===== src/rtl/ad7643_pkg.sv =====
// ad7643_pkg
//  Shared definitions for the dual AD7643 readout engine: FSM state
//  encoding (also exported on fsm_st for monitoring), state width and the
//  default sample width.
//  No ports (package).
package ad7643_pkg;

  localparam int ST_W     = 3;
  localparam int DEF_BITS = 18;

  // Codes are visible on fsm_st, so the numeric values are part of the interface
  typedef enum logic [ST_W-1:0] {
    ST_IDLE  = 3'd0,
    ST_CNV   = 3'd1,
    ST_WBUSY = 3'd2,
    ST_READ  = 3'd3,
    ST_PUSH  = 3'd4,
    ST_HOLD  = 3'd5
  } state_t;

endpackage


===== src/rtl/ad_sync2.sv =====
// ad_sync2
//  Two-flop synchroniser for a single asynchronous level (BUSY / RDERR lines
//  from the ADCs). Output resets to 0.
//  Ports:
//   clk   in  system clock
//   rst_n in  asynchronous active-low reset
//   d     in  asynchronous input level
//   q     out synchronised level (two clk cycles of latency)
module ad_sync2 (
  input  logic clk,
  input  logic rst_n,
  input  logic d,
  output logic q
);

  logic meta;

  always_ff @(posedge clk or negedge rst_n) begin
    if (!rst_n) begin
      meta <= 1'b0;
      q    <= 1'b0;
    end else begin
      meta <= d;
      q    <= meta;
    end
  end

endmodule


===== src/rtl/ad7643_dual_rx.sv =====
// ad7643_dual_rx
//  Dual-channel AD7643 serial-slave readout engine. Paces conversions every
//  PERIOD clocks, drives the shared cnvst/cs_n/sclk lines, shifts BITS-wide
//  samples from sdo0/sdo1 and hands each pair downstream via valid/ready.
//  Optional feature macro: ADC_RDERR_EN (adds rderr_flag output and drops
//  pairs whose RDERR line was set at the end of the read).
//  Ports:
//   clk        in   system clock, all logic on posedge
//   rst_n      in   asynchronous active-low reset
//   en         in   1 = acquire; 0 = finish current frame, then idle
//   cnvst      out  conversion start, both ADCs
//   cs_n       out  serial chip select, active low
//   sclk       out  serial clock, both ADCs
//   sdo0/sdo1  in   serial data, MSB first
//   busy0/1    in   ADC busy (asynchronous)
//   rderr0/1   in   ADC read error (only used with ADC_RDERR_EN)
//   dout0/1    out  sample pair
//   dvalid     out  dout0/dout1 valid
//   dready     in   consumer accepts when dvalid & dready
//   overrun    out  sticky: pair dropped because consumer was busy
//   timeout    out  sticky: BUSY never fell
//   fsm_st     out  current state code
//   rderr_flag out  sticky read-error flag (ADC_RDERR_EN only)
module ad7643_dual_rx
  import ad7643_pkg::*;
#(
  parameter int BITS     = DEF_BITS,
  parameter int PERIOD   = 250,
  parameter int CNV_HIGH = 4,
  parameter int CLK_DIV  = 2,
  parameter int BUSY_TMO = 200
) (
  input  logic            clk,
  input  logic            rst_n,
  input  logic            en,
  output logic            cnvst,
  output logic            cs_n,
  output logic            sclk,
  input  logic            sdo0,
  input  logic            sdo1,
  input  logic            busy0,
  input  logic            busy1,
  input  logic            rderr0,
  input  logic            rderr1,
  output logic [BITS-1:0] dout0,
  output logic [BITS-1:0] dout1,
  output logic            dvalid,
  input  logic            dready,
  output logic            overrun,
  output logic            timeout,
  output logic [ST_W-1:0] fsm_st
`ifdef ADC_RDERR_EN
  ,
  output logic            rderr_flag
`endif
);

  localparam int PW = $clog2(PERIOD);
  localparam int CW = $clog2(BUSY_TMO + CNV_HIGH + 1);
  localparam int DW = $clog2(CLK_DIV + 1);
  localparam int BW = $clog2(BITS + 1);

  state_t          state;
  logic [PW-1:0]   pcnt;
  logic [CW-1:0]   cnt;
  logic [DW-1:0]   div_cnt;
  logic [BW-1:0]   bit_cnt;
  logic            seen_busy;
  logic            en_d;
  logic            sdo0_r, sdo1_r;
  logic [BITS-1:0] sh0, sh1;
  logic            busy0_s, busy1_s, busy_any;
  logic            en_rise;
  logic            push_ok;

  ad_sync2 u_sync_busy0 (.clk(clk), .rst_n(rst_n), .d(busy0), .q(busy0_s));
  ad_sync2 u_sync_busy1 (.clk(clk), .rst_n(rst_n), .d(busy1), .q(busy1_s));

  assign busy_any = busy0_s | busy1_s;
  assign en_rise  = en & ~en_d;
  assign fsm_st   = state;

`ifdef ADC_RDERR_EN
  logic rderr0_s, rderr1_s;

  ad_sync2 u_sync_rderr0 (.clk(clk), .rst_n(rst_n), .d(rderr0), .q(rderr0_s));
  ad_sync2 u_sync_rderr1 (.clk(clk), .rst_n(rst_n), .d(rderr1), .q(rderr1_s));

  assign push_ok = ~(rderr0_s | rderr1_s);
`else
  logic unused_rderr;

  assign unused_rderr = rderr0 | rderr1;
  assign push_ok      = 1'b1;
`endif

  // SDO lines are registered once so the shift always uses a clean sample
  always_ff @(posedge clk or negedge rst_n) begin
    if (!rst_n) begin
      sdo0_r <= 1'b0;
      sdo1_r <= 1'b0;
    end else begin
      sdo0_r <= sdo0;
      sdo1_r <= sdo1;
    end
  end

  // Period counter, FSM, SCLK divider, shifters and output registers.
  // pcnt restarts at 0 on every CNV entry so the HOLD exit lands exactly
  // PERIOD clocks after the previous CNVST rise; a frame that runs past
  // PERIOD simply waits for the following wrap.
  always_ff @(posedge clk or negedge rst_n) begin
    if (!rst_n) begin
      state     <= ST_IDLE;
      pcnt      <= '0;
      cnt       <= '0;
      div_cnt   <= '0;
      bit_cnt   <= '0;
      seen_busy <= 1'b0;
      en_d      <= 1'b0;
      cnvst     <= 1'b0;
      cs_n      <= 1'b1;
      sclk      <= 1'b0;
      sh0       <= '0;
      sh1       <= '0;
      dout0     <= '0;
      dout1     <= '0;
      dvalid    <= 1'b0;
      overrun   <= 1'b0;
      timeout   <= 1'b0;
`ifdef ADC_RDERR_EN
      rderr_flag <= 1'b0;
`endif
    end else begin
      en_d <= en;

      if (state == ST_IDLE || pcnt == PW'(PERIOD - 1))
        pcnt <= '0;
      else
        pcnt <= pcnt + 1'b1;

      // Accepted data drops valid unless PUSH reloads it below
      if (dvalid && dready)
        dvalid <= 1'b0;

      if (en_rise) begin
        overrun <= 1'b0;
        timeout <= 1'b0;
`ifdef ADC_RDERR_EN
        rderr_flag <= 1'b0;
`endif
      end

      case (state)
        ST_IDLE: begin
          if (en) begin
            state <= ST_CNV;
            cnvst <= 1'b1;
            cnt   <= '0;
          end
        end

        ST_CNV: begin
          if (cnt == CW'(CNV_HIGH - 1)) begin
            cnvst     <= 1'b0;
            cnt       <= '0;
            seen_busy <= 1'b0;
            state     <= ST_WBUSY;
          end else begin
            cnt <= cnt + 1'b1;
          end
        end

        // Need to see BUSY high before its fall counts as end of conversion
        ST_WBUSY: begin
          if (busy_any)
            seen_busy <= 1'b1;
          if (seen_busy && !busy_any) begin
            cs_n    <= 1'b0;
            sclk    <= 1'b0;
            div_cnt <= '0;
            bit_cnt <= '0;
            state   <= ST_READ;
          end else if (cnt == CW'(BUSY_TMO - 1)) begin
            timeout <= 1'b1;
            state   <= ST_HOLD;
          end else begin
            cnt <= cnt + 1'b1;
          end
        end

        // Each bit: CLK_DIV clocks low, CLK_DIV high; sample on the rising step
        ST_READ: begin
          if (div_cnt == DW'(CLK_DIV - 1)) begin
            div_cnt <= '0;
            if (!sclk) begin
              sclk <= 1'b1;
              sh0  <= {sh0[BITS-2:0], sdo0_r};
              sh1  <= {sh1[BITS-2:0], sdo1_r};
            end else begin
              sclk <= 1'b0;
              if (bit_cnt == BW'(BITS - 1)) begin
                cs_n  <= 1'b1;
                state <= ST_PUSH;
              end else begin
                bit_cnt <= bit_cnt + 1'b1;
              end
            end
          end else begin
            div_cnt <= div_cnt + 1'b1;
          end
        end

        ST_PUSH: begin
          if (!push_ok) begin
`ifdef ADC_RDERR_EN
            rderr_flag <= 1'b1;
`endif
          end else if (!dvalid || dready) begin
            dout0  <= sh0;
            dout1  <= sh1;
            dvalid <= 1'b1;
          end else begin
            overrun <= 1'b1;
          end
          state <= ST_HOLD;
        end

        ST_HOLD: begin
          if (pcnt == PW'(PERIOD - 1)) begin
            if (en) begin
              state <= ST_CNV;
              cnvst <= 1'b1;
              cnt   <= '0;
            end else begin
              state <= ST_IDLE;
            end
          end
        end

        default: state <= ST_IDLE;
      endcase
    end
  end

endmodule

===== config.mk =====
export PLATFORM = sky130hd
export DESIGN_NAME = ad7643_dual_rx
export DESIGN_NICKNAME = d
export VERILOG_FILES = /design/src/rtl/ad7643_pkg.sv /design/src/rtl/ad_sync2.sv /design/src/rtl/ad7643_dual_rx.sv
export SDC_FILE = /design/constraint.sdc
export NUM_CORES = 1
export LEC_CHECK = 0
export CORE_MARGIN = 4
export CORE_UTILIZATION = 50
export CTS_BUF_LIST = sky130_fd_sc_hd__clkbuf_8
export DETAILED_ROUTE_END_ITERATION = 12
export GPL_ROUTABILITY_DRIVEN = 1
export GPL_TIMING_DRIVEN = 0
export PLACE_DENSITY = 0.76
export SKIP_LAST_GASP = 1
export SYNTH_ARGS = -nofsm -noshare
export SYNTH_HDL_FRONTEND = slang
export SYNTH_SLANG_ARGS = --single-unit
export TNS_END_PERCENT = 1

===== constraint.sdc =====
create_clock -name clk -period 2.5 [get_ports clk]
set_clock_uncertainty 0.15 [all_clocks]
set_input_delay 0.375 -clock clk [delete_from_list [all_inputs] [get_ports clk]]
set_output_delay 0.375 -clock clk [all_outputs]
set_load 0.02 [all_outputs]

==> impl_metrics.csv, run 1 <==
group,metric,value,unit
run_status,status,"finished, final reports clean",
worst_setup_path,cp-start-kind,"flop",
floorplanning,ios,55,
worst_setup_path,cp.required,2610,ps
synthesis,synthFlopType,"dfrtp_1",
synthesis,synth_area_per_cell,13.19,µm²
worst_setup_path,worst_path_max_delay_cell,"dfrtp_1",
routing,vias,2921,
synthesis,synthArstFlopShare,100.0,%
sta,maxSlewViolCount,0,
layout,final_common_cell,"dfrtp_1",
worst_setup_path,max_stage_delay,450,ps
synthesis,synthDistinctLibCells,47,
layout,layout.nets,434,
synthesis,netlist_top_cells_area,"dfrtp_1, mux2_2, nor2_1",
clocking,clk_latency,370,ps
power_and_ir_drop,vdd_drop_max,0.0005956,V
sta,hold_slack,211.8,ps
routing,antenna_left,0,
global_routing,grt_pass1_wl,14540,µm
global_routing,grt_max_degree,68,
worst_setup_path,path_cells,"clkinv_1 > or2_1 > or3_1 > buf_2 > buf_2 > mux2_2",
worst_hold_path,min_path_type,"reg2reg",
worst_setup_path,crit_fanout,10,
global_routing,grt.overflow.total,0,
layout,antenna_cells,0,
power_and_ir_drop,power,4.144,mW
power_and_ir_drop,power_density,745.3,mW/mm²
power_and_ir_drop,p_leak,2.628,nW
floorplanning,dieHeight,104.5,µm
clocking,clkTransAtPathRegs,100,ps
job,cap_violations,0,
floorplanning,die_x,104.5,µm
synthesis,synth_nets,368,
synthesis,synth_compound_area_share,7.473,%
synthesis,synth_top_cell_area_share,59.68,%
worst_setup_path,cpMostUsedCell,"buf_2",
synthesis,synthAdderAreaFrac,1.344,%
global_routing,grt_pass1_vias,3085,
clocking,numClockSinks,112,
synthesis,yosysTopAreaCell,"dfrtp_1",
layout,layout_common_cells,"dfrtp_1, mux2_2, clkdlybuf4s50_1, nor2_1, nand2_1",
worst_setup_path,critPathCaptureType,"flop",
clocking,cts_tree,"done",
clocking,clockRootBuffer,"clkbuf_8",
sta,fin_crit_sh,96.28,%
synthesis,synth_xor_area_share,1.694,%
sta,slew_headroom,39.11,%
routing,drtIter0Drc,112,
worst_setup_path,critPathKind,"reg2reg",
layout,drive_gt1_share,26.24,%
synthesis,ys_seq_elements,112,
routing,drt_pass1_iterations,4,
synthesis,yosys.area_share.simple,9.167,%
routing,wl,8276,µm
floorplanning,initial_utilization,52.35,%
placement,io_buffers,52,
clocking,htree_levels,3,
floorplanning,coreArea,0.008891,mm²
routing,wl_per_cell,15.59,µm
global_routing,antenna_found_initial,0,
sta,rsz0062_at_grt,"true",
layout,stdcell_area,0.005560,mm²
floorplanning,fp-row-count,34,
floorplanning,die_area,0.01092,mm²
synthesis,synthMuxAreaShare,17.63,%
sta,setup-violations-final,0,
worst_setup_path,cp.arrival,2510,ps
placement,placed_cell_area,0.005335,mm²
synthesis,synth_top_family_by_area,"multiplexers",
synthesis,synth_edf_count,0,
routing,viasPerCell,5.501,
routing,drcViolationCount,0,
sta,worst_pin_slew,905.6,ps
layout,area_growth,19.46,%
sta,fmax,415.5,MHz
synthesis,yosysSeqAreaShare,60.24,%
synthesis,yosys_warnings,0,
clocking,cts_made_buffers,9,
clocking,clock_path_buffers,2,
global_routing,grt_usage,16.31,%
synthesis,synth_area,0.004654,mm²
sta,fin_crit,2407,ps
placement,gp_congestion,0.8360,
synthesis,synthCells,353,
placement,dpl.hpwl,5805,µm
sta,hold_violations,0,
-- sequential cells by signal (all words and copies together) (netlist names), 2 cells and up --
register and cells:
bit_cnt 5, cnt 8, div_cnt 2, dout0 18, dout1 18, fsm_st 3
pcnt 8, sh0 18, sh1 18
-- stage by stage --
stage	utilization [%]	instances	worst slack [ps]	TNS (ps)
2_1_floorplan	-	353	210.1	0
3_3_place_gp	59.72	513	-3235	-360880
3_5_place_dp	60.01	514	-100.8	-2075
4_1_cts	62.43	530	-98.73	-1529
5_1_grt	62.54	531	-61.52	-750.5
6_report	62.54	531	93.07	0
-- routing by layer --
| metal | wire length, µm | global-route usage [%] |
|---|---|---|
| met5 | 0 | 0 |
| met4 | 93 | 4.084 |
| met3 | 323 | 5.152 |
| met2 | 4120 | 26.75 |
| met1 | 3739 | 21.07 |
-- synth_stat cells (all sizes together), types with 3 or more instances --
| cell | number |
|---|---|
| dfrtp | 111 |
| mux2 | 72 |
| nor2 | 27 |
| nand2 | 18 |
| o31ai | 10 |
| o21ai | 9 |
| buf | 8 |
| nand3 | 8 |
| a21oi | 7 |
| or3 | 7 |
| a2bb2oi | 6 |
| clkbuf | 6 |
| inv | 6 |
| nand2b | 6 |
| ha | 5 |
| nand4 | 5 |
| xor2 | 5 |
| xnor2 | 4 |
| nor3 | 3 |
-- timing repair --
action	CTS	global route
hold endpoints to repair	44	0
setup endpoints to repair	30	67
hold buffers	1	0
buffers inserted	0	1
gates resized for setup	1	4
-- where the power goes --
part	switching, mW	internal (mW)	leakage (nW)
Clock	0.591	0.496	0.100
Sequential	0.119	1.93	1.52
Combinational	0.572	0.440	1.00
-- critical path: cells and delay by family, from the launching register on --
family / cells / cell delay [ps]
AND/OR/NAND/NOR: 2 / 730
buffers and inverters: 3 / 680
flip-flops: 1 / 450
multiplexers: 1 / 290
-- final cells by class --
| type | count | area (µm²) |
|---|---|---|
| fill | 701 | 3331 |
| sequential | 112 | 2804 |
| multi-input combinational | 220 | 1737 |
| timing repair buffer | 55 | 563.0 |
| clock buffer | 10 | 137.6 |
| tap | 108 | 135.1 |
| buffer | 14 | 91.34 |
| clock inverter | 5 | 66.31 |
| inverter | 7 | 26.28 |
-- path summary, 6_finish.rpt --
check	start	to	slack, ps	cells after the start
max	fsm_st[0]	sh1[14]	90	6
min	u_sync_busy1.meta	u_sync_busy1.q	210	0
max reg2reg	fsm_st[0]	sh1[14]	90	6
min reg2reg	u_sync_busy1.meta	u_sync_busy1.q	210	0
max in group asynchronous	rst_n	sh0[4]	1090	3
min in group asynchronous	rst_n	bit_cnt[4]	390	2
-- cell families after synthesis --
kind of cell / Yosys count
xor gates and xnor gates: 9
adders and majority gates: 5
muxes: 73
buffers and inverters: 21
AOI/OAI and AO/OA: 47
DFF: 112
and+or+nand+nor: 86
No activity file was read; power rests on OpenSTA's default activity.
==> inputs of run 2 (changes only) <==
HOLD_SLACK_MARGIN = 0.05   (was not set)
==> results of run 2 <==
No change in the layout: final DEF, timing and power equal those of run 1.
